[src/rtl/hazard_controller.sv]
// hazard_controller
//   Hazard controller for the three-stage ID -> EX -> MEM/WB MIPS datapath.
//   It tracks the destination registers of the instructions in EX and MEM and
//   drives the single forwarding port of the decode-stage operand selector.
//   It stalls on load-use hazards, on two-source dependencies that one port
//   cannot serve, and while the mul/div unit is busy. It also counts stall
//   cycles for performance measurement.
//
// Ports
//   clk, rst_n        rising-edge clock, asynchronous active-low reset
//   id_valid          ID stage holds a valid instruction
//   id_instr          ID instruction word (rs = [25:21], rt = [20:16])
//   id_uses_rs/rt     instruction reads rs / rt
//   id_wr_en/wr_addr  instruction writes GPR id_wr_addr
//   id_is_load        result is available only after MEM
//   id_is_muldiv      instruction starts the mul/div unit
//   id_reads_hilo     instruction reads HI/LO
//   flush             kill the ID instruction (branch redirect)
//   stall             hold PC and IF/ID, insert a bubble into EX
//   fwd_ra            register to forward (0 = none)
//   fwd_src           0 = EX-stage ALU result, 1 = MEM/WB result
//   muldiv_busy       mul/div unit still computing
//   stall_count       stall cycles since reset (wraps)
module hazard_controller #(
    parameter int unsigned MULDIV_LATENCY = 32,
    parameter int unsigned STALL_CNT_W    = 32
) (
    input  logic                   clk,
    input  logic                   rst_n,
    input  logic                   id_valid,
    input  logic [31:0]            id_instr,
    input  logic                   id_uses_rs,
    input  logic                   id_uses_rt,
    input  logic                   id_wr_en,
    input  logic [4:0]             id_wr_addr,
    input  logic                   id_is_load,
    input  logic                   id_is_muldiv,
    input  logic                   id_reads_hilo,
    input  logic                   flush,
    output logic                   stall,
    output logic [4:0]             fwd_ra,
    output logic                   fwd_src,
    output logic                   muldiv_busy,
    output logic [STALL_CNT_W-1:0] stall_count
);

    localparam logic [5:0] MD_LOAD = 6'(MULDIV_LATENCY - 1);

    logic [4:0] rs, rt;
    logic       instr_unused;

    logic       ex_v, ex_wr, ex_ld;
    logic [4:0] ex_addr;
    logic       mem_v, mem_wr;
    logic [4:0] mem_addr;
    logic [5:0] md_cnt;
    logic [STALL_CNT_W-1:0] cnt_q;

    logic need_rs, need_rt;
    logic mex_rs, mex_rt, mmem_rs, mmem_rt;
    logic hit_rs, hit_rt;
    logic load_use, md_stall, dual;
    logic advance;

    assign rs           = id_instr[25:21];
    assign rt           = id_instr[20:16];
    assign instr_unused = ^{id_instr[31:26], id_instr[15:0]};

    function automatic logic tracks(input logic v, input logic wr,
                                    input logic [4:0] a, input logic [4:0] r);
        return v & wr & (a != 5'd0) & (a == r);
    endfunction

    always_comb begin
        // rs == rt is one source; it is attributed to rs when rs is read
        need_rs  = id_uses_rs;
        need_rt  = id_uses_rt & ~(id_uses_rs & (rs == rt));

        mex_rs   = tracks(ex_v, ex_wr, ex_addr, rs);
        mex_rt   = tracks(ex_v, ex_wr, ex_addr, rt);
        mmem_rs  = tracks(mem_v, mem_wr, mem_addr, rs);
        mmem_rt  = tracks(mem_v, mem_wr, mem_addr, rt);

        hit_rs   = need_rs & (mex_rs | mmem_rs);
        hit_rt   = need_rt & (mex_rt | mmem_rt);

        muldiv_busy = (md_cnt != 6'd0);
        load_use = id_valid & ex_ld & ((need_rs & mex_rs) | (need_rt & mex_rt));
        md_stall = id_valid & (id_is_muldiv | id_reads_hilo) & muldiv_busy;
        dual     = id_valid & hit_rs & hit_rt;
        stall    = load_use | md_stall | dual;
        advance  = id_valid & ~stall & ~flush;
    end

    // EX wins over MEM when both match: it holds the younger write
    always_comb begin
        fwd_ra  = '0;
        fwd_src = 1'b0;
        if (!stall) begin
            if (hit_rs && !hit_rt) begin
                fwd_ra  = rs;
                fwd_src = ~(mex_rs & ~ex_ld);
            end else if (hit_rt && !hit_rs) begin
                fwd_ra  = rt;
                fwd_src = ~(mex_rt & ~ex_ld);
            end
        end
    end

    always_ff @(posedge clk or negedge rst_n) begin
        if (!rst_n) begin
            ex_v     <= 1'b0;
            ex_wr    <= 1'b0;
            ex_ld    <= 1'b0;
            ex_addr  <= '0;
            mem_v    <= 1'b0;
            mem_wr   <= 1'b0;
            mem_addr <= '0;
        end else begin
            mem_v    <= ex_v;
            mem_wr   <= ex_wr;
            mem_addr <= ex_addr;
            if (advance) begin
                ex_v    <= 1'b1;
                ex_wr   <= id_wr_en;
                ex_ld   <= id_is_load;
                ex_addr <= id_wr_addr;
            end else begin
                ex_v    <= 1'b0;
            end
        end
    end

    always_ff @(posedge clk or negedge rst_n) begin
        if (!rst_n) begin
            md_cnt <= '0;
        end else if (advance && id_is_muldiv) begin
            md_cnt <= MD_LOAD;
        end else if (md_cnt != 6'd0) begin
            md_cnt <= md_cnt - 6'd1;
        end
    end

    always_ff @(posedge clk or negedge rst_n) begin
        if (!rst_n) begin
            cnt_q <= '0;
        end else if (stall) begin
            cnt_q <= cnt_q + STALL_CNT_W'(1);
        end
    end

    assign stall_count = cnt_q;

endmodule

[config.mk]
export PLATFORM = sky130hd
export DESIGN_NAME = hazard_controller
export DESIGN_NICKNAME = d
export VERILOG_FILES = /design/src/rtl/hazard_controller.sv
export SDC_FILE = /design/constraint.sdc
export NUM_CORES = 1
export LEC_CHECK = 0
export ABC_CLOCK_PERIOD_IN_PS = 9350
export CORE_UTILIZATION = 32
export CTS_BUF_LIST = sky130_fd_sc_hd__clkbuf_8
export DETAILED_ROUTE_END_ITERATION = 16
export PLACE_DENSITY = 0.6
export SLEW_MARGIN = 20
export SYNTH_ARGS = -nofsm -noshare
export SYNTH_HDL_FRONTEND = slang
export SYNTH_SLANG_ARGS = --single-unit
[constraint.sdc]
create_clock -name clk -period 9.35 [get_ports clk]
set_input_delay 2.3375 -clock clk [delete_from_list [all_inputs] [get_ports clk]]
set_output_delay 2.3375 -clock clk [all_outputs]
set_load 0.02 [all_outputs]
# Yosys cells after proc, flatten, opt, wreduce, memory -nomap -nowiden
# Index checks and enable logic that the tools add are counted.
totals:
  out_inout_bits: 40
  register_bits: 53
classes:
  addsub: 2
  reduce_logical: 9
  muxes: 9
  n_eq_ne: 5
  n_bitwise: 36
op_table:
  columns: ["op", "n"]
  rows:
  - ["$add A32 B1 Y32 const B", 1]
  - ["$eq A5 B5 Y1", 5]
  - ["$and A1 B1 Y1", 24]
  - ["$mux W5", 3]
  - ["$mux W6", 2]
  - ["$reduce_bool A5 Y1", 2]
  - ["$not A1 Y1", 6]
  - ["$or A1 B1 Y1", 6]
  - ["$reduce_bool A6 Y1", 1]
  - ["$sub A6 B1 Y6 const B", 1]
  - ["$mux W1", 4]
  - ["$logic_and A1 B1 Y1", 3]
  - ["$logic_not A1 Y1", 2]
  - ["$reduce_bool A2 Y1", 1]

# Depth between registers and ports, before layout
logic_depth:
  depth_word: 14
  depth_mapped: 9
  ltp_nobuf: 8

# Worst setup path after synthesis
# Ideal clock, no wire load.
synth_timing:
  kind: "input-to-output"
  startpoint: "in id_instr[18]"
  endpoint: "out fwd_ra[0]"
  arrival_time_ps: 4147
  n_path_buf: 0
  required_ps: 7013
  path_slack_ps: 2866
  path_stages: 7
  cell_sequence: "xor2_1 or4_4 nor4_1 o21ai_0 nor2_1 a22oi_1 nor2_1"
synth_via:
  elab_chain_cells: 10
  word_cells_on_any_way: 22
  classes_between: "3 x eq/ne; 3 x mux; 13 x bitwise; 3 x reduce/logical"
synth_rtl:
  columns: ["element", "line", "rtl"]
  rows:
  - ["start, declared", "31", "input logic [31:0] id_instr,"]
  - ["$eq A5 B5 Y1", "77", "need_rt = id_uses_rt & ~(id_uses_rs & (rs == rt));"]
  - ["$and A1 B1 Y1", "77", null]
  - ["$not A1 Y1", "77", null]
  - ["$and A1 B1 Y1", "77", null]
  - ["$and A1 B1 Y1", "88", "load_use = id_valid & ex_ld & ((need_rs & mex_rs) | (need_rt & mex_rt));"]
  - ["$or A1 B1 Y1", "88", null]
  - ["$and A1 B1 Y1", "88", null]
  - ["$or A1 B1 Y1 (2 in a row)", "91", "stall = load_use | md_stall | dual;"]
  - ["$mux W5 (*)", "99", "if (!stall) begin"]
  - ["end, declared", "41", "output logic [4:0] fwd_ra,"]
# Every way passes the cells marked *; elsewhere a longest branch is shown, timed or not.

# Worst setup path after layout
layout_timing:
  startpoint: "in id_instr[18]"
  endpoint: "out fwd_ra[1]"
# The elaborated chain is that of the path after synthesis.

==> reports/metrics.yaml <==
synthTopCellsByArea: "dfrtp_1, xnor2_1, xor2_1"
drt-total-wl_um: 6240
initial_core_util_pct: 33.4
coreArea_mm2: 0.00834
slew_viol_final: 0
grt_overflow: 0
drive_above_1_share_pct: 7.79
firstDrtPassIters: 4
grt_pass1_vias: 2107
cts_root_buffer: "clkbuf_8"
status: "completed"
min_path_type: "flop to flop"
synthesis.nets: 303
ant_nets: 0
routedWlPerCell_um: 14.6
areaGrowthSynthToFinish_pct: 29.2
powerDensity_mw_per_mm2: 178
cts_resized: 0
peakVddDrop_mv: 0.0698
post_cts_buffers: 0
cap_viol_max_count: 0
dieWidth_um: 95.3
grt_pass1_wl_um: 10200
pin_count: 87
htreeDepth: 2
antenna_found_initial: 0
ys_ff_latch: 53
grt_start_max_net_pins: 54
p_comb_share_pct: 29.8
clk_latency_ns: 0.30
synth_cells: 254
dp.cells: 418
ctsHoldBuffers: 0
ys.flop_type: "dfrtp_1"
cts_tree: "built"
place.gp.congestion: 0.810
p_leak_nw: 1.47
synth_top_area_share_pct: 47.6
num_vias: 2151
portBuffers: 64
ys_warn_count: 0
yosysTopAreaCell: "dfrtp_1"
synth_edf_count: 0
instances_no_fill: 426
antenna_cells: 0
seqPwrFrac_pct: 48.8
worst_setup_path_start_kind: "input port"
relSlewSlack_pct: 54.8
switching_share_pct: 34.6
criticalPathCategory: "input port to primary output"
synth_cell_types: 43
fin_skew_ns: 0.00847
post_synth.cell_area_avg_um2: 11.0
track_usage_pct: 14.5
timing.final.crit_share_pct: 83.2
clkPwrFrac_pct: 21.4
p_switching_mw: 0.221
die_h_um: 95.3
cts.path.max_buffers: 2
rsz0062_at_grt: "false"
vias_per_cell: 5.05
cp.arrival_ns: 5.44
nets: 369
cts_sinks: 53
fin_area_mm2: 0.00360
async_flop_share_pct: 100
crit_path_max_fanout: 6
seq_area_frac_synth_pct: 47.6
syn_area_mm2: 0.00279
die-area_mm2: 0.00909
path_clk_slew_ns: 0.09
drt_drc_violations_left: 0
cts_buffers: 5
worstSetupEndpointType: "primary output"
p_int_mw: 0.419
hold_viol: 0
post-route-min-period_ns: 7.78
core.rowCount: 33
worst_pin_slew_ns: 0.678
finalSetupTns_ns: 0
cp.required_ns: 7.01
max_clock_freq_mhz: 129
post_dp_cell_area_mm2: 0.00351
setup_violations: 0
post-dp-hpwl_um: 4560
drtIter0Drc: 58
timing.hold.ws_ns: 0.405
metrics by stage:
step                      setup WS (ns)  total power [mW]  utilization, %
final                              1.57             0.640            43.2
after global routing               1.39             0.682            43.2
after CTS                          1.58             0.648            43.2
after detailed placement           1.58             0.508            42.0
after global placement             1.58             0.503            42.0
after floorplan                    2.87             0.434               -
state kept, by name (all words and copies together), names as in the netlist:
signal	cells
stall_count	32
ex_ld	1
mem_addr	5
ex_addr	5
md_cnt	6
mem_v	1
ex_v	1
mem_wr	1
ex_wr	1
synth_stat cells, types with 2 or more instances:
library cell and number:
o21a_1 3, o21ai_0 4, and2_1 4, mux2_2 8, xnor2_1 43, a22oi_1 5
nor4_1 3, buf_2 2, or3_1 3, nand3_1 16, nand4_1 18, and3_1 11
clkbuf_8 2, and4_1 7, nor3_1 2, ha_1 2, nor2_1 13, xor2_1 14
inv_1 4, nand4b_1 2, nand2_1 14, dfrtp_1 53
logic make-up (layout without fill, tap and decap cells):
kind of cell / count (synthesis) / count (layout) / share of synthesized area, %
simple gates: 98 / 98 / 20.1
xor+xnor: 57 / 57 / 17.9
buf+inv: 10 / 77 / 2.56
compound gates: 26 / 26 / 7.77
mux: 8 / 8 / 3.23
fa+ha+maj: 2 / 2 / 0.898
flops: 53 / 53 / 47.6
path summary, 6_finish.rpt:
check | depth (start not counted) | slack (ns) | end | start
setup / recovery | 9 | 1.57 | fwd_ra[1] | id_instr[18]
hold / removal | 0 | 0.41 | mem_v$_DFF_PN0_ | ex_v$_DFF_PN0_
setup reg to reg | 6 | 6.50 | stall_count[1]$_DFFE_PN0N_ | ex_addr[2]$_DFFE_PN0P_
hold reg to reg | 0 | 0.41 | mem_v$_DFF_PN0_ | ex_v$_DFF_PN0_
max in group asynchronous | 2 | 6.75 | stall_count[1]$_DFFE_PN0N_ | rst_n
min in group asynchronous | 2 | 2.15 | stall_count[18]$_DFFE_PN0N_ | rst_n
layer usage:
layer | GRT usage, % | share of wire, % | up-vias
met4 | 3.79 | 1.4 | 0
met2 | 23.2 | 48 | 32
met5 | 0 | 0 | -
met3 | 2.47 | 2.6 | 8
li1 | - | - | 1051
met1 | 20.3 | 48 | 1060
placed cells by master, fill, tap and decap left out, drive strengths merged, types with 3 or more instances in the layout:
master and count:
o21ai 5, xor2 14, clkbuf 6, a22oi 5, o21a 3, or3 3
mux2 8, inv 4, nor4 3, nand2 14, nand4 18, and2 5
nor2 13, clkdlybuf4s50 63, and3 11, dfrtp 53, and4 7, xnor2 43
nand3 16
worst max-delay path: stages:
cell	delay (ns)
clkdlybuf4s50_1	0.50
xor2_1	0.19
or4_4	0.54
nor4_1	0.37
o21ai_0	0.27
nor2_1	0.40
a22oi_1	0.13
nor2_1	0.11
clkdlybuf4s50_1	0.60
final cells by class:
type | count | area [um^2]
Clock buffer | 6 | 82.6
Multi-Input combinational cell | 191 | 1390
Inverter | 4 | 15.0
Sequential cell | 53 | 1330
Fill cell | 842 | 4740
Timing Repair Buffer | 65 | 643
Tap cell | 105 | 131
Clock inverter | 2 | 13.8
power by group through the flow:
stage	Clock (mW)	Combinational (mW)	Sequential [mW]
after global routing	0.150	0.213	0.318
final	0.137	0.191	0.312
after CTS	0.143	0.193	0.312
after global placement	0	0.188	0.315
after detailed placement	0	0.192	0.317
after floorplan	0	0.111	0.322
Note: power is estimated with default switching activity, not from simulation.
==> variant 1, RTL diff (same flow settings) <==
Set the parameter `MULDIV_LATENCY` to 31 (it was 32).
--- a/src/rtl/hazard_controller.sv
+++ b/src/rtl/hazard_controller.sv
@@ -22,7 +22,7 @@
 //   muldiv_busy       mul/div unit still computing
 //   stall_count       stall cycles since reset (wraps)
 module hazard_controller #(
-    parameter int unsigned MULDIV_LATENCY = 32,
+    parameter int unsigned MULDIV_LATENCY = 31,
     parameter int unsigned STALL_CNT_W    = 32
 ) (
     input  logic                   clk,
Check against the original RTL: same outputs for any inputs over 10 cycles, from zero or initial values and one cycle with rst_n low; that may be too few to reach the edited logic, so the function may still have changed.
==> variant 1 against the original RTL <==
  * Maximum frequency shrank 0.49%
  * Clock skew grew 0.0094 ns
  * Wire length shrank 2.2%
  * Area after synthesis is essentially flat
  * Sequential share of layout area is essentially flat
  * Sequential cell count is the same
  * Critical path type unchanged
  * Design area is essentially flat
  * Total power shrank 0.37%
  * Worst setup slack lost 0.038 ns
==> variant 1: results (changes against the original RTL) <==
- Leading cell types by total area after synthesis: dfrtp_1 (48%), xnor2_1 (14%), xor2_1 (4.4%), nand4_1 (4.0%), mux2_2 (3.2%) (unchanged).
- Critical path fanouts, max: 33 (was 6)
- The leakage component of the power was 1.46 nW (was 1.47 nW).
- Filler Cells Inserted: 827 (was 842)
* Slew Limit Headroom: 55.5% (was 54.8%)
* Detailed placer's ending HPWL: 4.44 mm (was 4.56 mm)
- The final weighted congestion in routability-driven placement is 0.879 (was 0.810).
- The met2 track utilization from global routing was 24.1% (was 23.2%).
- Outcome: completed (unchanged).
- Arrival time reported for the critical path endpoint: 5.48 ns (was 5.44 ns)
* Leading post-synthesis cells by instance count: dfrtp_1 (53), xnor2_1 (43), nand4_1 (18) (unchanged)
- The register-to-register setup slack came to 6.52 ns (was 6.50 ns).
- Met3 usage in global routing: 2.63% (was 2.47%)
* Post-Route WL: 6.10 mm (was 6.24 mm)
* Met2 Routed Length: 2.97 mm (was 2.98 mm)
* Peak per-stage delay on the critical path: 0.70 ns (was 0.60 ns)
- GRT Total Usage: 14.8% (was 14.5%)
- The area after detailed placement is 3510 µm² (about the same).
* DR vias/cell: 5.06 (was 5.05)
- Routed wire length per instance: 14.3 µm (was 14.6 µm)
- Met1 track demand over resource: 20.5% (was 20.3%)
- Category of cells accounting for the largest share of critical-path delay: buffers and inverters (was simple AND/OR/NAND/NOR gates)
- Final clock skew: 0.0178 ns (was 0.00847 ns)
* Post-layout instance area: 3600 µm² (about the same)
* Critical Path Sink: stall (was fwd_ra[1])
- Number of global-route vias before repair: 2,153 (was 2,107)
* Highest ir drop seen on vdd: 82.4 µV (was 69.8 µV)
- The final critical-path setup slack was 1.54 ns (was 1.57 ns).
- The number of nets produced by synthesis is 303 (unchanged).
- Violation count after the first detailed-route iteration: 83 (was 58)
* Wire length of the first global-routing pass: 10.5 mm (was 10.2 mm)
variant 1: cell types whose count changed in the layout (fill, tap and decap cells not counted), sizes merged:
cell,before,now
nand2,14,13
a21oi,1,2
variant 1: power by group:
| part | switching (mW) | internal, mW |
|---|---|---|
| Clock | 0.0729 | 0.0602 |
| Sequential | 0.0430 | 0.269 |
| Combinational | 0.102 | 0.0909 |
| Total | 0.218 | 0.420 |
variant 1: layout make-up:
cell class | instances | area share (%)
clock buffers | 6 | 2.29
clock inverters | 2 | 0.382
inverters | 4 | 0.417
multi-input cells | 191 | 38.6
flip-flops and latches | 53 | 36.8
well taps | 105 | 3.65
repair buffers | 65 | 17.8
variant 1: kinds of logic after synthesis:
logic type                 count (synthesis)  synth area share (%)
muxes                                      8                  3.23
DFF                                       53                  47.6
xor gates and xnor gates                  57                  17.9
and+or+nand+nor                           97                  19.9
adders and majority gates                  2                 0.897
buffers and inverters                     10                  2.56
AOI/OAI and AO/OA                         27                  7.94
==> variant 2, RTL diff (same flow settings) <==
Without the edit above. `mem_addr` no longer has a reset.
--- a/src/rtl/hazard_controller.sv
+++ b/src/rtl/hazard_controller.sv
@@ -115,11 +115,9 @@
             ex_addr  <= '0;
             mem_v    <= 1'b0;
             mem_wr   <= 1'b0;
-            mem_addr <= '0;
         end else begin
             mem_v    <= ex_v;
             mem_wr   <= ex_wr;
-            mem_addr <= ex_addr;
             if (advance) begin
                 ex_v    <= 1'b1;
                 ex_wr   <= id_wr_en;
@@ -129,6 +127,10 @@
                 ex_v    <= 1'b0;
             end
         end
+    end
+
+    always_ff @(posedge clk) begin
+        mem_addr <= ex_addr;
     end
 
     always_ff @(posedge clk or negedge rst_n) begin
Behaviour: no difference found for any inputs over 10 cycles, from zero or initial values and one cycle with rst_n low; that may be too few to reach the edited logic, so the function may still have changed.
==> variant 2 against the original RTL <==
  * Sequential cell count did not move
  * Wire length up 0.30%
  * Die area decreased by 3.3%
  * Worst setup slack better by 0.21 ns
  * Design area fell by 0.94%
  * First-iteration DRC count rose by 22%
  * Total power fell by 0.78%
  * Area after synthesis decreased by 3.4%
  * Critical endpoint is now fwd_src
  * Largest power group unchanged
==> variant 2: results (changes against the original RTL) <==
- Arrival time reported for the critical path endpoint: 5.23 ns (was 5.44 ns)
* Routed wire length per instance: 14.1 µm (was 14.6 µm)
- The largest clock skew in the final design is 0.00967 ns (was 0.00847 ns).
- Slew Limit Headroom: 48.2% (was 54.8%)
- The post-synthesis sequential area ratio came to 48.3% (was 47.6%).
- The critical path startpoint was id_instr[17] (was id_instr[18]).
* XOR/XNOR share of the synthesized area: 18.5% (was 17.9%)
* Leakage component of the power: 1.42 nW (was 1.47 nW)
- Non-Clock Buffer Count: 67 (was 65)
- Post-layout instance area: 3570 µm² (was 3600 µm²)
- Outcome: completed (unchanged).
* Internal reg-to-reg setup slack: 6.66 ns (was 6.50 ns)
- The destination of the worst register-to-register timing path was stall_count[23]$_DFFE_PN0N_ (was stall_count[1]$_DFFE_PN0N_).
- Highest ir drop seen on vdd: 69.0 µV (was 69.8 µV)
- Count of non-filler cells in the finished layout: 442 (was 426)
- Cells on worst reg2reg path: 10 (was 6)
- The first-pass GRT wire length was 10.5 mm (was 10.2 mm).
- Async SR Flop Fraction: 90.6% (was 100%)
- Leading post-synthesis cells by instance count: dfrtp_1 (48), xnor2_1 (35), nand2_1 (28) (was dfrtp_1 (53), xnor2_1 (43), nand4_1 (18))
- The met1 global-route usage is 20.3% (about the same).
- Met2 Routed Length: 2.83 mm (was 2.98 mm)
- The cell count after placement was 434 (was 418).
* Fin Hold WS: 0.387 ns (was 0.405 ns)
* Final RePlAce weighted congestion: 0.817 (was 0.810)
- Proportion of layout cells with a drive suffix above 1: 6.82% (was 7.79%)
- Category of cells accounting for the largest share of critical-path delay: buffers and inverters (was simple AND/OR/NAND/NOR gates)
- Leading cell types by total area after synthesis: dfrtp_1 (45%), xnor2_1 (11%), xor2_1 (7.2%), nand2_1 (3.9%), dfxtp_1 (3.7%) (was dfrtp_1 (48%), xnor2_1 (14%), xor2_1 (4.4%), nand4_1 (4.0%), mux2_2 (3.2%))
- GRT Total Usage: 15.2% (was 14.5%)
- The number of nets in the layout came to 385 (was 369).
- Violation count after the first detailed-route iteration: 71 (was 58)
- Number of combinational gates with multiple inputs: 200 (was 191)
- DRT met1 WL: 2.93 mm (was 3.01 mm)
- The clock buffer count came to 7 (was 6).
- The met3 track demand over resource in global routing came to 2.67% (was 2.47%).
- Critical path fanouts, max: 7 (was 6)
* Synth Area in Adders: 0.929% (was 0.898%)
- The area after detailed placement came to 3470 µm² (was 3510 µm²).
- The number of nets produced by synthesis was 314 (was 303).
* Non-clock buffer area fraction after layout: 18.4% (was 17.9%)
* Number of inverters outside the clock class in the layout: 9 (was 4)
-- variant 2: cell count changes after synthesis, moves of 7 or more --
cell / delta
and3_1: -8
and4_1: -7
nand2_1: +14
nor3_1: +9
xnor2_1: -8
xor2_1: +8
-- variant 2: worst min-delay path by stage --
stage	from	to	cells past startpoint
4_1_cts	ex_v$_DFF_PN0_	mem_v$_DFF_PN0_	0
3_5_place_dp	ex_v$_DFF_PN0_	mem_v$_DFF_PN0_	0
5_1_grt	ex_v$_DFF_PN0_	mem_v$_DFF_PN0_	0
3_3_place_gp	ex_v$_DFF_PN0_	mem_v$_DFF_PN0_	0
2_1_floorplan	ex_v$_DFF_PN0_	mem_v$_DFF_PN0_	0
6_report	ex_v$_DFF_PN0_	mem_v$_DFF_PN0_	0
-- variant 2: where the power goes --
| part | internal (mW) | switching [mW] |
|---|---|---|
| clock network | 0.0672 | 0.0766 |
| logic | 0.0896 | 0.0889 |
| registers | 0.270 | 0.0430 |
| total | 0.427 | 0.208 |
